[config.mk]
export PLATFORM = sky130hd
export DESIGN_NAME = fetch_stage
export DESIGN_NICKNAME = d
export VERILOG_FILES = /design/src/rtl/fetch_stage_pkg.sv /design/src/rtl/fetch_stage_if_id_reg.sv /design/src/rtl/fetch_stage.sv
export SDC_FILE = /design/constraint.sdc
export NUM_CORES = 1
export LEC_CHECK = 0
export ABC_AREA = 1
export CAP_MARGIN = 25
export CORE_MARGIN = 2
export CORE_UTILIZATION = 57
export CTS_CLUSTER_SIZE = 24
export DETAILED_ROUTE_END_ITERATION = 12
export PLACE_DENSITY = 0.86
export SYNTH_ARGS = -nofsm -noshare
export SYNTH_HDL_FRONTEND = slang
export SYNTH_HIERARCHICAL = 1
export SYNTH_SLANG_ARGS = --single-unit
[constraint.sdc]
create_clock -name clk -period 8.9 [get_ports clk]
set_clock_uncertainty 0.1 [all_clocks]
set_input_delay 2.225 -clock clk [delete_from_list [all_inputs] [get_ports clk]]
set_output_delay 2.225 -clock clk [all_outputs]
set_load 0.02 [all_outputs]
[src/rtl/fetch_stage_pkg.sv]
// rtl/fetch_stage_pkg.sv - State codes, reset constants and IF/ID layout for the fetch stage
package fetch_stage_pkg;

   typedef enum logic [1:0] {
      FETCH   = 2'd0,
      HOLD    = 2'd1,
      DISCARD = 2'd2
   } fetch_state_t;

   localparam logic [31:0] DEFAULT_RESET_PC = 32'h0000_0000;
   localparam logic [31:0] INSTR_NOP        = 32'h0000_0000;

   typedef struct packed {
      logic        valid;
      logic [31:0] pc_plus4;
      logic [31:0] instr;
   } ifid_t;

   typedef struct packed {
      logic [31:0] instr;
      logic [31:0] pc_plus4;
   } skid_t;

   localparam ifid_t IFID_BUBBLE = '{valid: 1'b0, pc_plus4: 32'h0, instr: INSTR_NOP};

   // Branch wins over jump; both targets are forced word-aligned.
   function automatic logic [31:0] redirect_target(
      input logic        pcsrc,
      input logic [31:0] pcbranch,
      input logic [31:0] pc_plus4,
      input logic [31:0] instr
   );
      if (pcsrc)
         return {pcbranch[31:2], 2'b00};
      return {pc_plus4[31:28], instr[25:0], 2'b00};
   endfunction

endpackage

[src/rtl/fetch_stage_if_id_reg.sv]
// rtl/fetch_stage_if_id_reg.sv - IF/ID pipeline register: enable, synchronous clear to bubble, async reset
module if_id_reg
   import fetch_stage_pkg::*;
(
   input  logic  clk,
   input  logic  rst,
   input  logic  en,
   input  logic  clr,
   input  ifid_t d,
   output ifid_t q
);

   always_ff @(posedge clk or posedge rst) begin
      if (rst)
         q <= IFID_BUBBLE;
      else if (clr)
         q <= IFID_BUBBLE;
      else if (en)
         q <= d;
   end

endmodule

[src/rtl/fetch_stage.sv]
// rtl/fetch_stage.sv - Instruction fetch: PC, next-PC selection, imem handshake, skid buffer and IF/ID
module fetch_stage
   import fetch_stage_pkg::*;
#(
   parameter logic [31:0] RESET_PC = DEFAULT_RESET_PC
)(
   input  logic        clk,
   input  logic        rst,
   input  logic        stall_d,
   input  logic        pcsrc_d,
   input  logic [31:0] pcbranch_d,
   input  logic        jump_d,
   output logic        imem_req,
   output logic [31:0] imem_addr,
   input  logic        imem_ready,
   input  logic [31:0] imem_rdata,
   output logic [31:0] pc_f,
   output logic [31:0] instr_d,
   output logic [31:0] pc_plus4_d,
   output logic        valid_d
);

   fetch_state_t state, state_n;
   logic [31:0]  pc_n;
   logic [31:0]  redir_pc, redir_pc_n;
   skid_t        skid, skid_n;
   logic [31:0]  pc_plus4_f;
   logic         redirect;
   logic [31:0]  target;
   logic         ifid_en, ifid_clr;
   ifid_t        ifid_d, ifid_q;
   logic         unused_bits;

   assign pc_plus4_f = pc_f + 32'd4;
   assign redirect   = valid_d & ~stall_d & (pcsrc_d | jump_d);
   assign target     = redirect_target(pcsrc_d, pcbranch_d, pc_plus4_d, instr_d);

   assign imem_req  = ~rst & (state != HOLD);
   assign imem_addr = pc_f;

   assign instr_d    = ifid_q.instr;
   assign pc_plus4_d = ifid_q.pc_plus4;
   assign valid_d    = ifid_q.valid;

   assign unused_bits = ^pcbranch_d[1:0];

   always_ff @(posedge clk or posedge rst) begin
      if (rst) begin
         state    <= FETCH;
         pc_f     <= RESET_PC;
         redir_pc <= RESET_PC;
         skid     <= '0;
      end else begin
         state    <= state_n;
         pc_f     <= pc_n;
         redir_pc <= redir_pc_n;
         skid     <= skid_n;
      end
   end

   always_comb begin
      state_n    = state;
      pc_n       = pc_f;
      redir_pc_n = redir_pc;
      skid_n     = skid;
      ifid_en    = 1'b0;
      ifid_clr   = 1'b0;
      ifid_d     = '{valid: 1'b1, pc_plus4: pc_plus4_f, instr: imem_rdata};

      unique case (state)
         FETCH: begin
            if (redirect && imem_ready) begin
               pc_n     = target;
               ifid_clr = 1'b1;
            end else if (redirect) begin
               // Request already on the bus; its data must be swallowed first.
               redir_pc_n = target;
               ifid_clr   = 1'b1;
               state_n    = DISCARD;
            end else if (imem_ready && !stall_d) begin
               ifid_en = 1'b1;
               pc_n    = pc_plus4_f;
            end else if (imem_ready) begin
               skid_n  = '{instr: imem_rdata, pc_plus4: pc_plus4_f};
               pc_n    = pc_plus4_f;
               state_n = HOLD;
            end else if (!stall_d) begin
               ifid_clr = 1'b1;
            end
         end

         HOLD: begin
            if (!stall_d) begin
               state_n = FETCH;
               if (redirect) begin
                  pc_n     = target;
                  ifid_clr = 1'b1;
               end else begin
                  ifid_en = 1'b1;
                  ifid_d  = '{valid: 1'b1, pc_plus4: skid.pc_plus4, instr: skid.instr};
               end
            end
         end

         DISCARD: begin
            if (imem_ready) begin
               pc_n    = redir_pc;
               state_n = FETCH;
            end
         end

         default: begin
            state_n = FETCH;
         end
      endcase
   end

   if_id_reg u_if_id_reg (
      .clk (clk),
      .rst (rst),
      .en  (ifid_en),
      .clr (ifid_clr),
      .d   (ifid_d),
      .q   (ifid_q)
   );

endmodule
After elaboration in Yosys (flattened, before gate mapping)
Index checks and enable logic that the tools add are counted.
- register bits after elaboration: 195
- bits in latches: 0
- bits in writable memories: 0
- bits in read-only memories: 0
- bits of input ports: 70
- output and inout port bits: 130
- word-level logic and storage cells: 76
- memories kept: 0
- add/subtract/negate cells: 1
- multipliers: 0
- div/mod/pow operators: 0
- order comparisons: 0
- eq/ne operators: 11
- shift-type cells: 0
- mux-type cells: 37
- bitwise operators: 9
- reduce and logical (&&, ||, !) cells: 10
- operators by type and width (operator ; count):
    two-way mux 32 bit ; 9
    two-way mux 64 bit ; 3
    two-way mux 65 bit ; 2
    one-hot mux 32 bit (3 select lines) ; 1
    adder 32 x 3 -> 32 bit, second input constant ; 1
    two-way mux 1 bit ; 13
    two-way mux 2 bit ; 6
    AND reduction 5 bit ; 2
    inequality test 3 bit, second input constant ; 3
    inequality test 2 bit, second input constant ; 4
    one-hot mux 2 bit (3 select lines) ; 1
    AND reduction 6 bit ; 1
    inverter 1 bit ; 5
    inequality test 4 bit, second input constant ; 1
    one-hot mux 1 bit (2 select lines) ; 2
    AND 1 bit ; 3
    AND reduction 3 bit ; 1
    nonzero test 3 bit ; 1
    equality test 2 x 1 -> 1 bit, second input constant ; 1
    equality test 2 bit, second input constant ; 1
    logical AND 1 bit ; 2
    logical NOT 2 bit ; 1
    inequality test 2 x 1 -> 1 bit, second input constant ; 1
    nonzero test 2 bit ; 1
    other kinds (2) ; 2

Logic depth before layout (Yosys ltp)
Gate-level depths: netlist (run 1).
- depth after elaboration: 8
- mapped depth: 12
- gate-level depth less buffers: 12

Hierarchy
Netlist (run 1), hierarchy kept.
- by module, submodules not included (module ; times used ; cells each ; area each (µm²) ; seq. area each (µm²)):
    fetch_stage ; 1 ; 1196 ; 7912.6 ; 3103.0
    if_id_reg ; 1 ; 284 ; 2576.2 ; 1626.6

Worst setup path after synthesis (run 1)
OpenSTA, ideal clock, no wires.
- path kind: input to output
- start: in rst
- end: out imem_req
- data arrival time: 2.505 ns
- data required time: 6.575 ns
- path slack: 4.070 ns
- stages on the path: 1
- buffers on the path: 0
- path through: nor2_1
- word-level cells in the longest chain between the ends: 2
- RTL lines (what ; RTL line ; source):
    start: declaration ; fetch_stage.sv:8 ; input logic rst,
    inverter 1 bit ; fetch_stage.sv:38 ; assign imem_req = ~rst & (state != HOLD);
    AND 1 bit ; fetch_stage.sv:38 ;
    end: declaration ; fetch_stage.sv:13 ; output logic imem_req,
Every way passes these cells.

Worst setup path after layout (run 1)
Same ends and word-level chain as after synthesis.

==> results.txt, run 1 <==
- Initial core utilization: 0.582
- Of the total synthesized cell area, the portion taken by XOR and XNOR cells is 0.00752.
- Total count of max-transition violations in the final report: 0
- RSZ-0062 raised after global routing: false
* Core utilization of the finished layout: 0.712
- Summed instance area of the synthesized netlist: 10500 um2
- Count of standard-cell rows: 49
* RD Place Congestion: 0.926
- Maximum number of pins on one net before global-route repair: 73
- The synthesized design contains 0 enable-type register cells.
- Share of cells above drive strength 1: 0.0485
* Number of buffers created by CTS: 17
- Peak clock frequency supported by timing: 0.173 GHz
- Ys Warns: 6
- Number of failing hold endpoints at the final stage: 0
- The repair_antennas step left the layout with diodes totalling 0.
- Fillers: 1435
- Mux share of post-synthesis cell area: 0.00286
* Combined global-route utilization of all metal layers: 0.330
* Port buffer count: 193
- Latest clock arrival within the worst-skew pair: 440 ps
- Of the total synthesized cell area, the portion taken by AND, OR, NAND and NOR gates is 0.293.
- Buffers added to address setup during post-CTS repair amount to 0.
* Number of vias after detailed routing: 10399
* CTS clk-pin slew, worst paths: 80 ps
- Pre-CTS worst setup slack: 3120 ps
* Post-Synthesis Mean Instance Area: 7.09 um2
- In the finished design, the share of the clock period the worst path needs comes to 0.649.
- Final setup TNS: 0 ps
* First-pass GRT wire length: 51200 um
- Number of different library cells in the post-synthesis netlist: 35
- Hold WS: 379 ps
- Net count of the finished layout: 1670
- The worst path meets setup with 3120 ps of slack.
* Clock Sink Count: 189
* Placeable Area: 18000 um2
- With fillers left out, the area of the finished cells amounts to 12800 um2.
- Placement-stage cell area: 12200 um2
- Startpoint Class: input pin
* Proportion of netlist area held by the largest area contributor: 0.451
- Summed over all instances, the cell type with the most area after synthesis is dfrtp_1.
* Area growth from synthesis to final layout: 22.3%
* WL per Instance: 17.5 um
- For the worst setup path, the data required time is 6580 ps.
- After synthesis, the largest family of logic cells by area is simple AND/OR/NAND/NOR gates.
- The flow ran to the end, and the final reports show no timing, DRC or antenna violations.
- The tree is rooted in a clkbuf_16.
- In the routed design, unresolved DRC markers number 0.
* Critical Path End Type: output port
- Antenna violations before repair: 0
- Class of the most critical setup path: input pin to output port
- Number of buffers between clock root and the deepest sink: 2
- After global routing the overflow that remains totals 0.
- Sorting the synthesized cells by area gives the leading types as dfrtp_1 (45%), nand2_1 (18%), a21oi_1 (5.8%), o21ai_0 (5.6%), nor2_1 (5.0%).
* Number of levels the H-tree was split into: 4
- Detailed placement ended at an HPWL of 22200 um.
* Finish-stage setup viols: 0
- The worst-case IR drop observed on VDD is 303 uV.
- Share of the synthesized area in compound gates (AO/OA/AOI/OAI): 0.131
- Measured against its own limit, the worst slew margin works out to 0.406.
* Worst hold path class: flip-flop to flip-flop
- Proportion of register bits with asynchronous set or reset after synthesis: 1.00
- In this run the vertical extent of the chip is 140 um.
- Vias per cell: 5.66
- In this run the static leakage power is 6.37 nW.
- DRT Pass-1 Iters: 6
* Tot Pwr: 4.82 mW
* Transition time at the pin with the least slew margin: 891 ps
* Clock tree from TritonCTS: yes
- Of the total synthesized cell area, the portion taken by full adders, half adders and majority gates is 0.00477.
- Final cell count without fillers: 1838
- Commonest cells post-synth: nand2_1 (504), dfrtp_1 (189), nor2_1 (141)
- Once detail routing completed, the nets flagged for antenna violations numbered 0.
- I/O pin count: 200
* Largest driver fanout on the critical path: 3
* Number of buffers added to fix hold violations after cts: 0
* Total instance count after detailed placement: 1806
- Sequential cell area: 4730 um2
- Die Outline Area: 19500 um2
- The number of global-route vias before repair is 9912.
* Signal arrival time at the worst endpoint: 3460 ps
- In the final layout, the multi-input gates occupy 4650 um2.
* Width of the die: 140 um
- In the synthesized netlist the dominant register cell turns out to be dfrtp_1.
- Max-capacitance violation count: 0
- Count of state elements after synthesis: 189
- Iter 0 DRT Violations: 1027
- Counting every instance in the synthesized netlist gives 1480.
- For this design the ratio of total power to cell area is 376 nW/um2.
* Sequential fraction of the synthesis area: 0.451
- Cell with the most instances after synthesis: nand2_1
- For this block, the routed nets add up to 32200 um of wire.
* PostCTS Resize Cnt: 0
- Post-route minimum period: 5780 ps
layer usage:
metal	share of wire	track usage	vias to the layer above
li1	-	-	4839
met1	0.39	0.441	4907
met3	0.097	0.0774	93
met5	0	0	-
met2	0.47	0.521	560
met4	0.042	0.143	0
state kept, by name, indices dropped and copies added, names as in the netlist:
name           cells
state              2
skid              62
redir_pc          30
u_if_id_reg/q     65
imem_addr         30
logic make-up after synthesis:
logic type / Yosys count
AO/OA/AOI/OAI: 264
other: 2
XOR/XNOR: 9
AND/OR/NAND/NOR: 765
adder cells (fa/ha/maj): 4
buffers and inverters: 244
flip-flops: 189
multiplexers: 3
critical path: stages:
cell and delay [ps]:
clkdlybuf4s50_1 500, nor2_1 120, clkdlybuf4s50_1 600
report_power, final:
part / internal, mW / leakage, nW / switching (mW)
sequential: 1.24 / 2.37 / 0.360
clock: 0.416 / 0.305 / 0.386
combinational: 0.908 / 3.69 / 1.51
path summary, 6_finish.rpt:
path	to	start	slack (ps)	depth (start not counted)
hold reg to reg	u_if_id_reg/q[51]	u_if_id_reg/q[51]	380	2
min in group asynchronous	skid[40]	rst	2250	2
max in group asynchronous	skid[8]	rst	5070	3
setup reg to reg	u_if_id_reg/q[5]	state[1]	5830	9
setup / recovery	imem_req	rst	3120	3
hold / removal	u_if_id_reg/q[51]	u_if_id_reg/q[51]	380	2
cells in the final DEF, fill, tap and decap left out, types with 2 or more instances in the layout:
cell / count
o21ai_0: 117
nor2_4: 3
nor2_1: 140
nand3_1: 99
nand4_1: 2
ha_1: 4
and2_1: 5
conb_1: 7
nand2_1: 503
inv_8: 4
o21a_1: 2
a22oi_1: 4
nand2_2: 3
o21ai_2: 4
clkinv_8: 3
inv_6: 4
mux2i_1: 3
clkbuf_16: 17
xor2_1: 5
inv_2: 8
or2_2: 2
nor2_2: 6
a31oi_1: 2
dfrtp_1: 189
buf_4: 14
o21ai_1: 11
clkdlybuf4s50_1: 193
xnor2_1: 4
a21oi_1: 121
inv_1: 118
area by class of cell:
type	instances	area share
Multi-Input combinational cell	1052	0.362
Tap cell	229	0.0223
Clock inverter	14	0.0143
Clock buffer	18	0.0342
Timing Repair Buffer	208	0.160
Inverter	128	0.0376
Sequential cell	189	0.369
Note: power is estimated with default switching activity, not from simulation.
==> run 2, diff against run 1 <==
--- a/config.mk
+++ b/config.mk
@@ -8,10 +8,10 @@
 export ABC_AREA = 1
 export CAP_MARGIN = 25
 export CORE_MARGIN = 2
-export CORE_UTILIZATION = 57
+export CORE_UTILIZATION = 53
 export CTS_CLUSTER_SIZE = 24
 export DETAILED_ROUTE_END_ITERATION = 12
-export PLACE_DENSITY = 0.86
+export PLACE_DENSITY = 0.81
 export SYNTH_ARGS = -nofsm -noshare
 export SYNTH_HDL_FRONTEND = slang
 export SYNTH_HIERARCHICAL = 1
==> constraint.sdc (replaced) <==
create_clock -name clk -period 5.86 [get_ports clk]
set_clock_uncertainty 0.1 [all_clocks]
set_input_delay 1.465 -clock clk [delete_from_list [all_inputs] [get_ports clk]]
set_output_delay 1.465 -clock clk [all_outputs]
set_load 0.02 [all_outputs]
==> run 2 against run 1 <==
  * Sequential power grew 52%
  * Total power rose by 51%
  * Die area up 7.3%
  * Final area increased by 0.32%
  * Via count fell by 1.4%
  * Combinational power rose by 51%
  * Register-to-register slack lost 2900 ps
  * Critical path type unchanged
  * Critical endpoint unchanged
  * Largest cell class unchanged
==> results.txt, run 2 (synthesis gave the netlist of run 1 again) <==
* Number of remaining DRC errors: 0 (unchanged)
- Design Area, Final: 12900 um2 (+0.32%)
- The overall fraction of global-route tracks in use came to 0.310 (-0.0203).
- Ordered list of cells on the worst path: clkdlybuf4s50_1, nor2_1, clkdlybuf4s50_1
- Count of standard-cell rows: 51 (+4.1%)
* Finish-stage setup viols: 0 (unchanged)
- Number of buffers created by CTS: 17 (unchanged)
- # Post-CTS Setup Buffers: 0 (unchanged)
- Total power per unit cell area: 567 nW/um2 (+51%)
* Number of buffers added to fix hold violations after cts: 0 (unchanged)
* Min-Delay Startpoint: u_if_id_reg/q[51]
- The critical path buffer and inverter count was 2 (unchanged).
- The antenna diode count is 0 (unchanged).
- Leaving out fill and tap cells, the most frequent cell in the layout is nand2_1.
- The worst stage delay on the critical path was 600 ps (about the same).
- The total count of hold-check failures in the final report came to 0 (unchanged).
- The routed via count is 10258 (-1.4%).
* Worst rel slew slack: 0.366 (-0.0404)
- The number of levels in the clock H-tree came to 4 (unchanged).
- The flip-flop count of the largest register after layout came to 65 (unchanged).
- The instance area after placement was 12300 um2 (+0.61%).
- The area inside the core boundary was 19500 um2 (+8.0%).
* Leading registers by flop count: u_if_id_reg/q: 65 flops, skid: 62 flops
* Net count of the finished layout: 1673 (+0.18%)
- The first-pass iteration count of the detailed router is 6 (unchanged).
- CTS clk-pin slew, worst paths: 70 ps (about the same)
- The number of global-route vias before repair is 9367 (-5.5%).
- Tot Pwr: 7.30 mW (+51%)
* First-pass GRT wire length: 49400 um (-3.4%)
- For this run, the top clock speed supported by timing is 0.236 GHz.
- The routability congestion estimate from global placement was 0.938 (+1.2%).
* Maximum number of pins on one net before global-route repair: 73 (unchanged)
- Leaving out fill and tap cells, the most frequent cells in the layout are nand2_1 (503), clkdlybuf4s50_1 (193), dfrtp_1 (189).
- Number of buffers between clock root and the deepest sink: 2 (unchanged)
- Vias per cell: 5.47 (-3.3%)
- PostCTS Resize Cnt: 0 (unchanged)
- WL per Instance: 17.0 um (-3.0%)
* Cell chosen for the clock root: clkbuf_16
* Max-capacitance violation count: 0 (unchanged)
* Overflow after GRT: 0 (unchanged)
- Compared with the post-synthesis result, the final layout area differs by 22.7%.
* Initial core utilization: 0.539 (-0.0430)
- Leak Pwr: 6.36 nW (-0.12%)
- Share of cells above drive strength 1: 0.0478 (-0.000651)
- Slowest library cell on the worst path: clkdlybuf4s50_1
* Crit-path most repeated cell: clkdlybuf4s50_1
- Fillers: 1632 (+14%)
* Largest register by flop count: u_if_id_reg/q
- Latest clock arrival within the worst-skew pair: 450 ps (about the same)
- The highest ir drop seen on vdd is 308 uV (+1.5%).
* Clock Sink Count: 189 (unchanged)
- The worst setup path is launched from an input pin.
- Signal arrival time at the worst endpoint: 2670 ps (-790 ps)
* Class of the most critical setup path: input pin to output port
- Worst hold path class: flip-flop to flip-flop
- Post-route minimum period: 4240 ps
* Critical Path End Type: output port
* Width of the die: 145 um (+3.6%)
- Port buffer count: 193 (unchanged)
- The startpoint identified for the worst register-to-register timing path is state[1].
- Total count of max-transition violations in the final report: 0 (unchanged)
* Transition time at the pin with the least slew margin: 951 ps (+59.5 ps)
- Post-Route WL: 31900 um (-1.1%)
- The number of antenna violations at the first check in global routing was 0 (unchanged).
* Status: completed
- Tracing the worst setup path back leads to its startpoint at rst.
- RSZ-0062 raised after global routing: false
* Critical path's top delay family: buffers and inverters
* I/O pin count: 200 (unchanged)
- The data required time of the worst path is 4300 ps (-2280 ps).
- Hold WS: 372 ps (-6.54 ps)
- The maximum fanout encountered on the critical timing path came to 3 (unchanged).
- The remaining number of nets flagged by the antenna check after routing came to 0 (unchanged).
* Die Outline Area: 20900 um2 (+7.3%)
- Clock tree from TritonCTS: yes
- Iter 0 DRT Violations: 1038 (+1.1%)
- The vertical die dimension came to 145 um (+3.6%).
- The setup TNS after final layout is 0 ps (unchanged).
- Final worst-path cycle share: 0.724
* Detailed placer's ending HPWL: 22300 um (+0.46%)
[run 2: changes by cell type in the layout (fill, tap and decap cells not counted), moves of 2 or more]
cell	previous run	this run
clkinv_8	3	0
inv_8	4	1
buf_4	14	16
bufinv_16	1	3
clkbuf_1	0	2
clkinvlp_4	0	2
[run 2: final cells by class]
cell class | count | area [um2] | share of cell area
well taps | 265 | 332 | 0.0258
clock buffers | 19 | 433 | 0.0336
inverters | 128 | 483 | 0.0375
clock inverters | 11 | 156 | 0.0122
repair buffers | 211 | 2090 | 0.162
multi-input cells | 1052 | 4650 | 0.361
flip-flops and latches | 189 | 4730 | 0.367
[run 2: tightest hold or removal path, delay by kind of cell, from the launching register on]
family / cells / cell delay, ps
simple gates: 2 / 100
flops: 1 / 340
[run 2: where the power goes]
part / internal (mW) / switching (mW)
clock: 0.675 / 0.535
sequential: 1.89 / 0.546
combinational: 1.39 / 2.27
total: 3.95 / 3.35
[run 2: layer usage]
metal  vias up  track usage  wire (um)
li1       4857            -          -
met1      4853        0.429      13100
met5         -            0          0
met4         0        0.109        881
met3        57       0.0596       2930
met2       491        0.493      15000
[run 2: final timing paths]
check / end / slack, ps / cells after the start
max reg2reg: u_if_id_reg/q[40] / 2910 / 7
max: imem_req / 1620 / 3
min in group asynchronous: u_if_id_reg/q[7] / 1340 / 2
min reg2reg: u_if_id_reg/q[51] / 370 / 2
max in group asynchronous: u_if_id_reg/q[41] / 3280 / 3
min: u_if_id_reg/q[51] / 370 / 2
[run 2: per-stage QoR]
stage | std cells | worst slack, ps | util
floorplan | 1485 | 996 | -
global placement | 1844 | 1340 | 0.630
detailed placement | 1845 | 1300 | 0.631
CTS | 1875 | 1610 | 0.661
global route | 1875 | 1540 | 0.661
finish | 1875 | 1620 | 0.661
==> run 3, diff against run 2 <==
==> constraint.sdc (replaced) <==
create_clock -name clk -period 4.43 [get_ports clk]
set_clock_uncertainty 0.1 [all_clocks]
set_input_delay 1.1075 -clock clk [delete_from_list [all_inputs] [get_ports clk]]
set_output_delay 1.1075 -clock clk [all_outputs]
set_load 0.02 [all_outputs]
==> run 3 against run 2 <==
  * Final area rose by 0.70%
  * Combinational power rose by 33%
  * Critical path depth did not move
  * Critical endpoint unchanged
  * Core utilization rose by 0.46 points
  * Sequential share of layout area fell by 0.26 points
  * Routed wire length rose by 0.39%
  * Worst setup slack got worse by 730 ps
  * Largest cell class unchanged
  * Final cell count rose by 0.16%
  * Global-route usage rose by 0.40 points
  * Register-to-register slack got worse by 1600 ps
==> results.txt, run 3 (synthesis gave the netlist of run 1 again) <==
- The flow ran to the end, and the final reports show no timing, DRC or antenna violations.
* Antenna cells: 0 (unchanged)
- The remaining number of nets flagged by the antenna check after routing is 0 (unchanged).
* Initial core utilization: 0.539 (unchanged)
- Worst vdd ir: 367 uV (+19%)
- Iter 0 DRT Violations: 1013 (-2.4%)
* Die Outline Area: 20900 um2 (unchanged)
* Largest register by flop count: u_if_id_reg/q
* Post-Route WL: 32000 um (+0.39%)
- Number of global-route vias before repair: 9664 (+3.2%)
- The number of placement rows is 51 (unchanged).
* Post-layout worst setup margin: 893 ps (-727 ps)
* Vias per cell: 5.49 (+0.30%)
- The flip-flop count of the largest register after layout was 65 (unchanged).
- Transition time at the pin with the least slew margin: 923 ps (-27.7 ps)
- Total instance count after detailed placement: 1846 (+0.054%)
* Highest cell delay on the worst timing path: 610 ps (about the same)
- Post-route minimum period: 3540 ps
- Clock tree from TritonCTS: yes
- The total count of hold-check failures in the final report came to 0 (unchanged).
- Die Ht: 145 um (unchanged)
- The first-pass iteration count of the detailed router came to 6 (unchanged).
* Area growth from synthesis to final layout: 23.6%
- The worst setup path is captured at an output port.
* Largest driver fanout on the critical path: 3 (unchanged)
- Combined global-route utilization of all metal layers: 0.314 (+0.00404)
- The instance area after placement was 12400 um2 (+0.62%).
- Core utilization of the finished layout: 0.666 (+0.00463)
- The number of non-filler instances in the completed layout was 1878 (+0.16%).
* Req. time, crit path: 3220 ps (-1080 ps)
* Number of levels the H-tree was split into: 4 (unchanged)
- Worst rel slew slack: 0.383 (+0.0179)
- The library cells used most frequently in the layout, excluding fill and tap cells, are nand2_1 (503), clkdlybuf4s50_1 (193), dfrtp_1 (189).
- The area inside the core boundary came to 19500 um2 (unchanged).
* Number of vias after detailed routing: 10305 (+0.46%)
- The number of max-slew violations in the final report was 0 (unchanged).
* Commonest non-fill, non-tap cell in the layout: nand2_1
* # Post-CTS Setup Buffers: 0 (unchanged)
- Cell chosen for the clock root: clkbuf_16
- Max-capacitance violation count: 0 (unchanged)
* Overflow after GRT: 0 (unchanged)
* First-pass GRT wire length: 50500 um (+2.1%)
- For this design, the slowest cell found on the critical path is clkdlybuf4s50_1.
- The share of cells above drive strength 1 came to 0.0508 (+0.00301).
- Number of remaining DRC errors: 0 (unchanged)
* Latest clock arrival within the worst-skew pair: 440 ps (about the same)
* Number of buffers created by CTS: 17 (unchanged)
- Hold WS: 375 ps (+2.29 ps)
- The die outline width was 145 um (unchanged).
- Crit-path most repeated cell: clkdlybuf4s50_1
- PostCTS Resize Cnt: 0 (unchanged)
- The tightest min-delay check is of the flip-flop to flip-flop type.
- Finish-stage setup viols: 0 (unchanged)
- Setup repair after global routing left no endpoint under its margin.
- Leading registers by flop count: u_if_id_reg/q: 65 flops, skid: 62 flops
- Leak Pwr: 6.41 nW (+0.73%)
- The final design area excluding fillers came to 13000 um2 (+0.70%).
- The critical path buffer and inverter count was 2 (unchanged).
- WL per Instance: 17.1 um (+0.23%)
- The sink count of the clock tree is 189 (unchanged).
- Signal arrival time at the worst endpoint: 2330 ps (-340 ps)
- The port buffer count is 193 (unchanged).
- The power per cell area is 747 nW/um2 (+32%).
* CTS clk-pin slew, worst paths: 70 ps (about the same)
- Net count of the finished layout: 1674 (+0.060%)
- The final-layout fill cell count came to 1679 (+2.9%).
* Pre-CTS worst setup slack: 879 ps (-422 ps)
* Final worst-path cycle share: 0.798
- STA classifies the critical path startpoint as an input pin.
- The pin count of the biggest net entering global routing came to 125 (+71%).
- Number of buffers added to fix hold violations after cts: 0 (unchanged)
- Antenna violations before repair: 0 (unchanged)
- Final setup TNS: 0 ps (unchanged)
* I/O pin count: 200 (unchanged)
- The cell family contributing the most delay on the critical path is buffers and inverters.
- The total design power was 9.68 mW (+33%).
- RD Place Congestion: 0.950 (+1.3%)
- Ordered list of cells on the worst path: clkdlybuf4s50_1, nor2_1, clkdlybuf4s50_1
- Peak clock frequency supported by timing: 0.283 GHz
* Number of buffers between clock root and the deepest sink: 2 (unchanged)
- The HPWL reported at the end of detailed placement was 22400 um (+0.16%).
- Class of the most critical setup path: input pin to output port
-- run 3: cell types whose count changed in the layout (fill, tap and decap cells not counted) --
cell	delta
clkbuf_1	-2
clkinv_4	+4
buf_8	-1
inv_4	-1
clkinv_8	+1
inv_8	+2
clkinvlp_4	-1
bufinv_16	-2
clkinv_2	-1
buf_12	+6
clkbuf_8	+2
buf_4	-4
-- run 3: final cells by class --
class | instances | area [um2] | area share
clock buffers | 19 | 453 | 0.0349
clock inverters | 13 | 150 | 0.0116
inverters | 128 | 484 | 0.0374
multi-input cells | 1052 | 4650 | 0.359
flip-flops and latches | 189 | 4730 | 0.365
well taps | 265 | 332 | 0.0256
repair buffers | 212 | 2160 | 0.167
-- run 3: power by group --
part	internal [mW]	leakage, nW	switching (mW)	total [mW]
Combinational	1.87	3.74	3.00	4.87
Clock	0.833	0.298	0.749	1.58
Sequential	2.50	2.37	0.733	3.23
Total	5.20	6.41	4.49	9.68
-- run 3: path summary, 6_finish.rpt --
check | endpoint | depth (start not counted) | from | slack (ps)
setup / recovery | imem_req | 3 | rst | 890
hold / removal | u_if_id_reg/q[27] | 2 | u_if_id_reg/q[27] | 370
setup reg to reg | imem_addr[24] | 9 | state[0] | 1360
hold reg to reg | u_if_id_reg/q[27] | 2 | u_if_id_reg/q[27] | 370
max in group asynchronous | skid[20] | 3 | rst | 2280
min in group asynchronous | u_if_id_reg/q[20] | 2 | rst | 950
-- run 3: worst reg2reg max path: stages, from the launching register on --
cell and delay, ps:
dfrtp_1 380, inv_1 80, ha_1 270, buf_4 370, inv_2 350, a211oi_2 270
nand2_1 400, inv_2 520, nor2_1 110, a21oi_1 150
-- run 3: routing by layer --
| layer | track usage | vias to the layer above | part of all wire |
|---|---|---|---|
| met3 | 0.0675 | 85 | 0.097 |
| met2 | 0.497 | 529 | 0.46 |
| met4 | 0.113 | 0 | 0.034 |
| li1 | - | 4851 | - |
| met5 | 0 | - | 0 |
| met1 | 0.430 | 4840 | 0.41 |
